**config.mk**
```make
export PLATFORM = sky130hd
export DESIGN_NAME = fifo_wr_arbiter
export DESIGN_NICKNAME = d
export VERILOG_FILES = /design/src/rtl/fifo_wr_arbiter.sv
export SDC_FILE = /design/constraint.sdc
export NUM_CORES = 1
export LEC_CHECK = 0
export CORE_MARGIN = 10
export CORE_UTILIZATION = 42
export CTS_CLUSTER_DIAMETER = 150
export DETAILED_ROUTE_END_ITERATION = 6
export HOLD_SLACK_MARGIN = 0.15
export PLACE_DENSITY = 0.8
export SETUP_SLACK_MARGIN = 0.4
export SYNTH_ARGS = -nofsm -noshare
export SYNTH_HDL_FRONTEND = slang
export SYNTH_SLANG_ARGS = --single-unit
export TNS_END_PERCENT = 10
```
**constraint.sdc**
```tcl
create_clock -name clk -period 3.3 [get_ports clk]
set_clock_uncertainty 0.05 [all_clocks]
set_input_delay 0.66 -clock clk [delete_from_list [all_inputs] [get_ports clk]]
set_output_delay 0.66 -clock clk [all_outputs]
set_load 0.05 [all_outputs]
```
**src/rtl/fifo_wr_arbiter.sv**
```systemverilog
// Round-robin write-port arbiter with bounded, contiguous bursts into a single FIFO.
// Define FIFO_ARB_ASSERT_EN to embed the protocol assertions.
module fifo_wr_arbiter #(
  parameter int DWIDTH    = 4,
  parameter int NREQ      = 4,
  parameter int MAX_BURST = 4,
  localparam int IDW = (NREQ > 1) ? $clog2(NREQ) : 1,
  localparam int CW  = $clog2(MAX_BURST + 1)
) (
  input  logic                     clk,
  input  logic                     rst,
  input  logic [NREQ-1:0]          req_valid,
  input  logic [NREQ*DWIDTH-1:0]   req_data,
  output logic [NREQ-1:0]          req_ready,
  input  logic                     fifo_full,
  output logic                     fifo_wr_en,
  output logic [DWIDTH-1:0]        fifo_din,
  output logic                     grant_valid,
  output logic [IDW-1:0]           grant_id
);

  // Handshake: a beat moves on the edge where req_valid[i] && req_ready[i];
  // a producer with valid raised holds valid and data until that edge.
  typedef enum logic {ST_IDLE = 1'b0, ST_BURST = 1'b1} state_t;

  state_t           r_state, w_state_nx;
  logic [IDW-1:0]   r_gnt, w_gnt_nx;
  logic [IDW-1:0]   r_ptr, w_ptr_nx;
  logic [CW-1:0]    r_cnt, w_cnt_nx;

  logic [DWIDTH-1:0] w_data [NREQ];
  logic              w_any;
  logic [IDW-1:0]    w_winner;
  logic [IDW-1:0]    w_idx;
  logic              w_wr;

  for (genvar gi = 0; gi < NREQ; gi++) begin : g_data
    assign w_data[gi] = req_data[gi*DWIDTH +: DWIDTH];
  end

  // Offsets scanned from farthest to nearest so the nearest valid one after ptr wins.
  always_comb begin
    w_any    = 1'b0;
    w_winner = '0;
    w_idx    = '0;
    for (int k = NREQ; k >= 1; k--) begin
      w_idx = IDW'((int'(r_ptr) + k) % NREQ);
      if (req_valid[w_idx]) begin
        w_any    = 1'b1;
        w_winner = w_idx;
      end
    end
  end

  assign w_wr = req_valid[r_gnt] && !fifo_full;

  always_ff @(posedge clk or negedge rst) begin
    if (!rst) begin
      r_state <= ST_IDLE;
      r_gnt   <= '0;
      r_ptr   <= IDW'(NREQ - 1);
      r_cnt   <= '0;
    end else begin
      r_state <= w_state_nx;
      r_gnt   <= w_gnt_nx;
      r_ptr   <= w_ptr_nx;
      r_cnt   <= w_cnt_nx;
    end
  end

  always_comb begin
    w_state_nx = r_state;
    w_gnt_nx   = r_gnt;
    w_ptr_nx   = r_ptr;
    w_cnt_nx   = r_cnt;
    req_ready  = '0;
    fifo_wr_en = 1'b0;
    fifo_din   = '0;
    case (r_state)
      ST_IDLE: begin
        if (w_any) begin
          w_gnt_nx   = w_winner;
          w_cnt_nx   = '0;
          w_state_nx = ST_BURST;
        end
      end
      ST_BURST: begin
        req_ready[r_gnt] = !fifo_full;
        fifo_wr_en       = w_wr;
        fifo_din         = w_data[r_gnt];
        if (w_wr) begin
          w_cnt_nx = r_cnt + 1'b1;
          if (r_cnt == CW'(MAX_BURST - 1)) begin
            w_state_nx = ST_IDLE;
            w_ptr_nx   = r_gnt;
          end
        end else if (!req_valid[r_gnt]) begin
          // Producer went quiet: give up the port rather than wait.
          w_state_nx = ST_IDLE;
          w_ptr_nx   = r_gnt;
        end
      end
      default: w_state_nx = ST_IDLE;
    endcase
  end

  assign grant_valid = (r_state == ST_BURST);
  assign grant_id    = r_gnt;

`ifdef FIFO_ARB_ASSERT_EN
  a_no_wr_full: assert property (@(posedge clk) disable iff (!rst)
    !(fifo_wr_en && fifo_full))
    else $error("fifo_wr_en asserted while fifo_full");
  a_ready_onehot: assert property (@(posedge clk) disable iff (!rst)
    $onehot0(req_ready))
    else $error("more than one req_ready bit set");
  a_gnt_stable: assert property (@(posedge clk) disable iff (!rst)
    (r_state == ST_BURST && w_state_nx == ST_BURST) |=> $stable(r_gnt))
    else $error("grant changed inside a burst");
  a_cnt_bound: assert property (@(posedge clk) disable iff (!rst)
    r_cnt <= CW'(MAX_BURST))
    else $error("burst counter exceeded MAX_BURST");
  a_rst_release: assert property (@(posedge clk) disable iff (!rst)
    $rose(rst) |-> !grant_valid)
    else $error("grant_valid high right after reset release");
`endif

endmodule

```
; Yosys cells after proc, flatten, opt, wreduce, memory -nomap -nowiden
; Cells that the tools add are included.
[op_classes]
n_reduce_logical = 6
n_bitwise = 3
muxes = 37
n_eq_ne = 5
n_lt_le_gt_ge = 7
n_addsub = 5
[ops]
columns = op, count
row1 = 4-bit two-way mux, 4
row2 = 2-bit by 3-bit < comparator with 1-bit output (second input constant), 5
row3 = 1-bit two-way mux, 15
row4 = 2-bit two-way mux, 7
row5 = 1-bit binary-select mux with 2-bit select, 5
row6 = 4-bit binary-select mux with 2-bit select, 1
row7 = 3-bit two-way mux, 2
row8 = 3-bit case mux with 2 select lines, 1
row9 = 2-bit by 1-bit adder with 2-bit output (second input constant), 2
row10 = 2-bit adder (second input constant), 2
row11 = 4-bit AND, 1
row12 = 2-bit by 1-bit != test with 1-bit output (second input constant), 2
row13 = 2-bit != test (second input constant), 2
row14 = 2-bit AND reduction, 2
row15 = 3-bit by 1-bit adder with 3-bit output (second input constant), 1
row16 = 3-bit by 2-bit == test with 1-bit output (second input constant), 1
row17 = 3-bit >= comparator (second input constant), 1
row18 = 2-bit NOT with 3-bit output, 1
row19 = 3-bit AND reduction, 1
row20 = 1-bit demux with 2-bit select, 1
row21 = 2-bit by 1-bit >= comparator with 1-bit output (second input constant), 1
row22 = 1-bit logical AND, 2
row23 = 1-bit case mux with 2 select lines, 1
row24 = 1-bit logical NOT, 1
row25 = 1-bit NOT, 1
[totals]
regBits = 8
inputBits = 23
wordCells = 67
output_inout_bits = 12

; Longest topological paths before layout
[logic_depth]
word_depth = 9
mapped_depth = 6

; Worst setup path before layout
; No wires, ideal clock.
[synth_timing]
path_kind = register to output
startpoint = register r_gnt[1], in the netlist grant_id[1]
endpoint = output req_ready[2]
arrival_ns = 1.791
path_stages_with_launch = 4
t_required_ns = 2.590
slack_ns = 0.799
path_cell_list = dfrtp_1 buf_2 nand3b_1 nor2_1
[synth_between]
elab_chain_len = 6
elab_cells_between_ends = 7
[synth_lines]
columns = item, line
row1 = "start, declared", 27  ; logic [IDW-1:0] r_gnt, w_gnt_nx;
row2 = "start signal, assigned", 65  ; r_gnt <= w_gnt_nx;
row3 = 2-bit by 3-bit < comparator with 1-bit output (implied by the code) or 2-bit by 1-bit >= comparator with 1-bit output (tied branches), 88  ; req_ready[r_gnt] = !fifo_full;
row4 = 1-bit logical AND (implied by the code), 88
row5 = 1-bit two-way mux (implied by the code), 88
row6 = 1-bit demux with 2-bit select *, 88
row7 = 4-bit AND (no source line) *, n/a
row8 = 4-bit two-way mux *, 79  ; case (r_state)
row9 = "end, declared", 14  ; output logic [NREQ-1:0] req_ready,
; Mark *: on every way between the ends. The rest lies on a longest branch, timed or not.

; Worst setup path after layout
[layout_timing]
startpoint = input fifo_full
endpoint = output fifo_wr_en
[layout_between]
elab_chain_len = 3
[layout_lines]
columns = item, line
row1 = "start, declared", 15  ; input logic fifo_full,
row2 = 1-bit logical NOT, 55  ; assign w_wr = req_valid[r_gnt] && !fifo_full;
row3 = 1-bit logical AND, 55
row4 = 1-bit two-way mux, 79
row5 = "end, declared", 16  ; output logic fifo_wr_en,
; Every way passes these cells.

==> load_flow_metrics.sql <==
INSERT INTO impl_metrics (metric_group, metric, value, unit) VALUES
('status', 'run_status', 'finished clean', ''),
('synth', 'syn_nets', '95', ''),
('power', 'internal-power', '0.000474', 'W'),
('sta', 'finalSetupViolCount', '0', ''),
('routing', 'dr_total_vias', '639', ''),
('power', 'power_switching', '0.000491', 'W'),
('routing', 'drtIter0Drc', '7', ''),
('setup_path', 'timing.setup.critical_path_class', 'in -> out', ''),
('place', 'port_buffers', '34', ''),
('clock_network', 'cts-buffers-inserted', '3', ''),
('clock_network', 'cts_max_level', '1', ''),
('power', 'power_switching_share', '0.509', ''),
('setup_path', 'cp-start-kind', 'primary input', ''),
('sta', 'min_period_over_period', '0.803', ''),
('sta', 'period_needed', '2.65', 'ns'),
('setup_path', 'critPathMaxFanout', '4', ''),
('clock_network', 'worstSkewPairLatency', '0.24', 'ns'),
('clock_network', 'postCtsResizedCells', '0', ''),
('sta', 'fmax', '377', 'MHz'),
('synth', 'synth.lib_cells_used.distinct', '33', ''),
('power', 'power.combinational.fraction', '0.680', ''),
('clock_network', 'ctsLongestPathBuffers', '2', ''),
('sta', 'worstMarginPinSlew', '0.515', 'ns'),
('finish', 'syn2layout_area_growth', '49.9', '%'),
('synth', 'ys_ff_latch', '8', ''),
('routing', 'viasPerCell', '5.33', ''),
('sta', 'unrepaired_setup_endpoints_after_global_routing', 'no', ''),
('job', 'maxCapViolations', '0', ''),
('finish', 'fin_nets', '131', ''),
('power', 'peakVddDrop', '0.000750', 'V'),
('synth', 'ys_dominant_reg_cell', 'sky130_fd_sc_hd__dfrtp_1', ''),
('die', 'std_cell_rows', '14', ''),
('clock_network', 'clkSinkCount', '8', ''),
('die', 'start_util', '0.457', ''),
('power', 'p_clk_frac', '0.070', ''),
('die', 'io_pins', '35', ''),
('die', 'core-area', '1540', 'µm²'),
('routing', 'first_pass_drt_iterations', '4', ''),
('die', 'fp.dieArea', '3720', 'µm²'),
('synth', 'yosysWarnings', '0', ''),
('finish', 'antennaDiodeCount', '0', ''),
('global_route', 'globalRouteTotalUtil', '0.105', ''),
('routing', 'final_antenna_net_count', '0', ''),
('global_route', 'antenna_found_initial', '0', ''),
('finish', 'layout.cells.most_common', 'sky130_fd_sc_hd__clkdlybuf4s50_1', ''),
('clock_network', 'clock_pin_transition_on_the_worst_setup_and_hold_timing_paths', '0.05', 'ns'),
('clock_network', 'cts_setup_buffers', '0', ''),
('finish', 'layout_cell_share_with_drive_strength_beyond_1', '0.250', ''),
('setup_path', 'ff2ff_setup_slack', '1.63', 'ns'),
('synth', 'netlist_area', '704', 'µm²'),
('sta', 'hold_viol', '0', ''),
('setup_path', 'cp.required', '2.59', 'ns'),
('sta', 'slew_violations', '0', ''),
('die', 'die_width', '61.0', 'µm'),
('power', 'sequential_share_of_power', '0.250', ''),
('global_route', 'grt_start_max_net_pins', '15', ''),
('global_route', 'wire_length_of_the_first_global_routing_pass', '3.09', 'mm'),
('global_route', 'global_route.overflow_total', '0', ''),
('routing', 'post-route-drc-count', '0', ''),
('sta', 'fin_tns_setup', '0', 'ns'),
('place', 'gp_congestion', '0.850', ''),
('routing', 'wire_per_inst', '15.8', 'µm'),
('clock_network', 'clock-root-buffer', 'sky130_fd_sc_hd__clkbuf_4', ''),
('finish', 'layout.cells.non_filler', '120', ''),
('global_route', 'number_of_global_route_vias_before_repair', '672', ''),
('synth', 'synth_cells', '70', ''),
('finish', 'most_used_cells_in_the_layout_excluding_fill_and_tap_cells', 'sky130_fd_sc_hd__clkdlybuf4s50_1, sky130_fd_sc_hd__buf_4, sky130_fd_sc_hd__nor2_1, sky130_fd_sc_hd__dfrtp_1, sky130_fd_sc_hd__nand2_1', ''),
('min_path', 'min_path_type', 'reg -> reg', ''),
('synth', 'number_of_enable_flip_flop_cells_after_synthesis', '0', ''),
('place', 'dp.cells', '117', ''),
('setup_path', 'endpoint_kind', 'output port', ''),
('setup_path', 'arrival', '1.94', 'ns'),
('synth', 'avgSynthCellArea', '10.1', 'µm²'),
('routing', 'wirelength', '1.90', 'mm'),
('synth', 'yosysSeqAreaShare', '0.288', ''),
('synth', 'synthArstFlopShare', '1.00', ''),
('die', 'chipHeight', '61.0', 'µm'),
('clock_network', 'hold_buf_cts', '0', ''),
('power', 'power-per-cell-area', '914', 'nW/µm²'),
('clock_network', 'cts_tree', 'done', ''),
('power', 'power.leakage', '0.463', 'nW'),
('sta', 'max-slew-margin-rel', '0.657', '');
[worst paths after layout]
check                                  endpoint             startpoint  cells past startpoint
max reg2reg                r_cnt[2]$_DFFE_PN0P_  grant_valid$_DFF_PN0_                      4
min reg2reg                r_cnt[0]$_DFFE_PN0P_   r_cnt[0]$_DFFE_PN0P_                      1
max in group asynchronous  r_ptr[0]$_DFFE_PN1P_                    rst                      1
min                        r_cnt[0]$_DFFE_PN0P_   r_cnt[0]$_DFFE_PN0P_                      1
min in group asynchronous  r_cnt[1]$_DFFE_PN0P_                    rst                      1
max                                  fifo_wr_en              fifo_full                      5
[cell type report]
class	count	area (µm²)
fill	139	485
timing repair buffer	34	330
sequential	8	203
multi-input combinational	53	458
tap	16	20.0
inverter	6	22.5
clock buffer	3	22.5
[state kept, by name (all words and copies together) (netlist names)]
name,flops
r_cnt,3
r_ptr,2
grant_id,2
grant_valid,1
[metrics by stage]
step / total power (W) / area, µm² / setup WS (ns) / hold slack [ns] / util
floorplan: 0.000716 / 704 / 0.799 / 0.314 / -
global placement: 0.000895 / 1030 / 0.674 / 0.428 / 0.670
detailed placement: 0.000907 / 1030 / 0.656 / 0.449 / 0.670
CTS: 0.000980 / 1060 / 0.657 / 0.456 / 0.685
global route: 0.00103 / 1060 / 0.619 / 0.489 / 0.685
finish: 0.000965 / 1060 / 0.650 / 0.453 / 0.685
[critical path, cell delays in order]
cell,delay [ns]
sky130_fd_sc_hd__clkdlybuf4s50_1,0.43
sky130_fd_sc_hd__or3b_4,0.41
sky130_fd_sc_hd__nand2b_4,0.16
sky130_fd_sc_hd__o21ai_4,0.10
sky130_fd_sc_hd__buf_12,0.18
[cell usage after synthesis, types with 3 or more instances]
library cell               count  area [µm²]
sky130_fd_sc_hd__dfrtp_1       6         150
sky130_fd_sc_hd__nor2_1        6        22.5
sky130_fd_sc_hd__nand2_1       5        18.8
sky130_fd_sc_hd__and2_1        4        25.0
sky130_fd_sc_hd__inv_1         4        15.0
sky130_fd_sc_hd__mux2i_1       4        40.0
sky130_fd_sc_hd__mux4_2        4        90.1
sky130_fd_sc_hd__a21oi_1       3        15.0
sky130_fd_sc_hd__nand2b_1      3        18.8
[kinds of logic (layout without fill, tap and decap cells)]
kind of cell               Yosys count  in the layout  share of synthesized area
AOI/OAI and AO/OA                   16             16                      0.179
adders and majority gates            2              2                     0.0355
buffers and inverters                9             43                     0.0622
muxes                               10             10                      0.227
and+or+nand+nor                     25             25                      0.208
DFF                                  8              8                      0.288
[per-layer routing]
metal  wire [µm]  global-route usage  up-vias
li1            -                   -      323
met1         776               0.118      292
met2         885               0.179       24
met3         236              0.0376        0
met4           0              0.0376        0
met5           0                   0        -
[power groups by stage]
| stage | logic [W] | clock network, W | registers (W) |
|---|---|---|---|
| floorplan | 0.000475 | 0 | 0.000241 |
| global placement | 0.000654 | 0 | 0.000240 |
| detailed placement | 0.000663 | 0 | 0.000244 |
| CTS | 0.000665 | 0.0000718 | 0.000243 |
| global route | 0.000698 | 0.0000744 | 0.000258 |
| finish | 0.000657 | 0.0000671 | 0.000242 |
No activity file was read; power rests on OpenSTA's default activity.
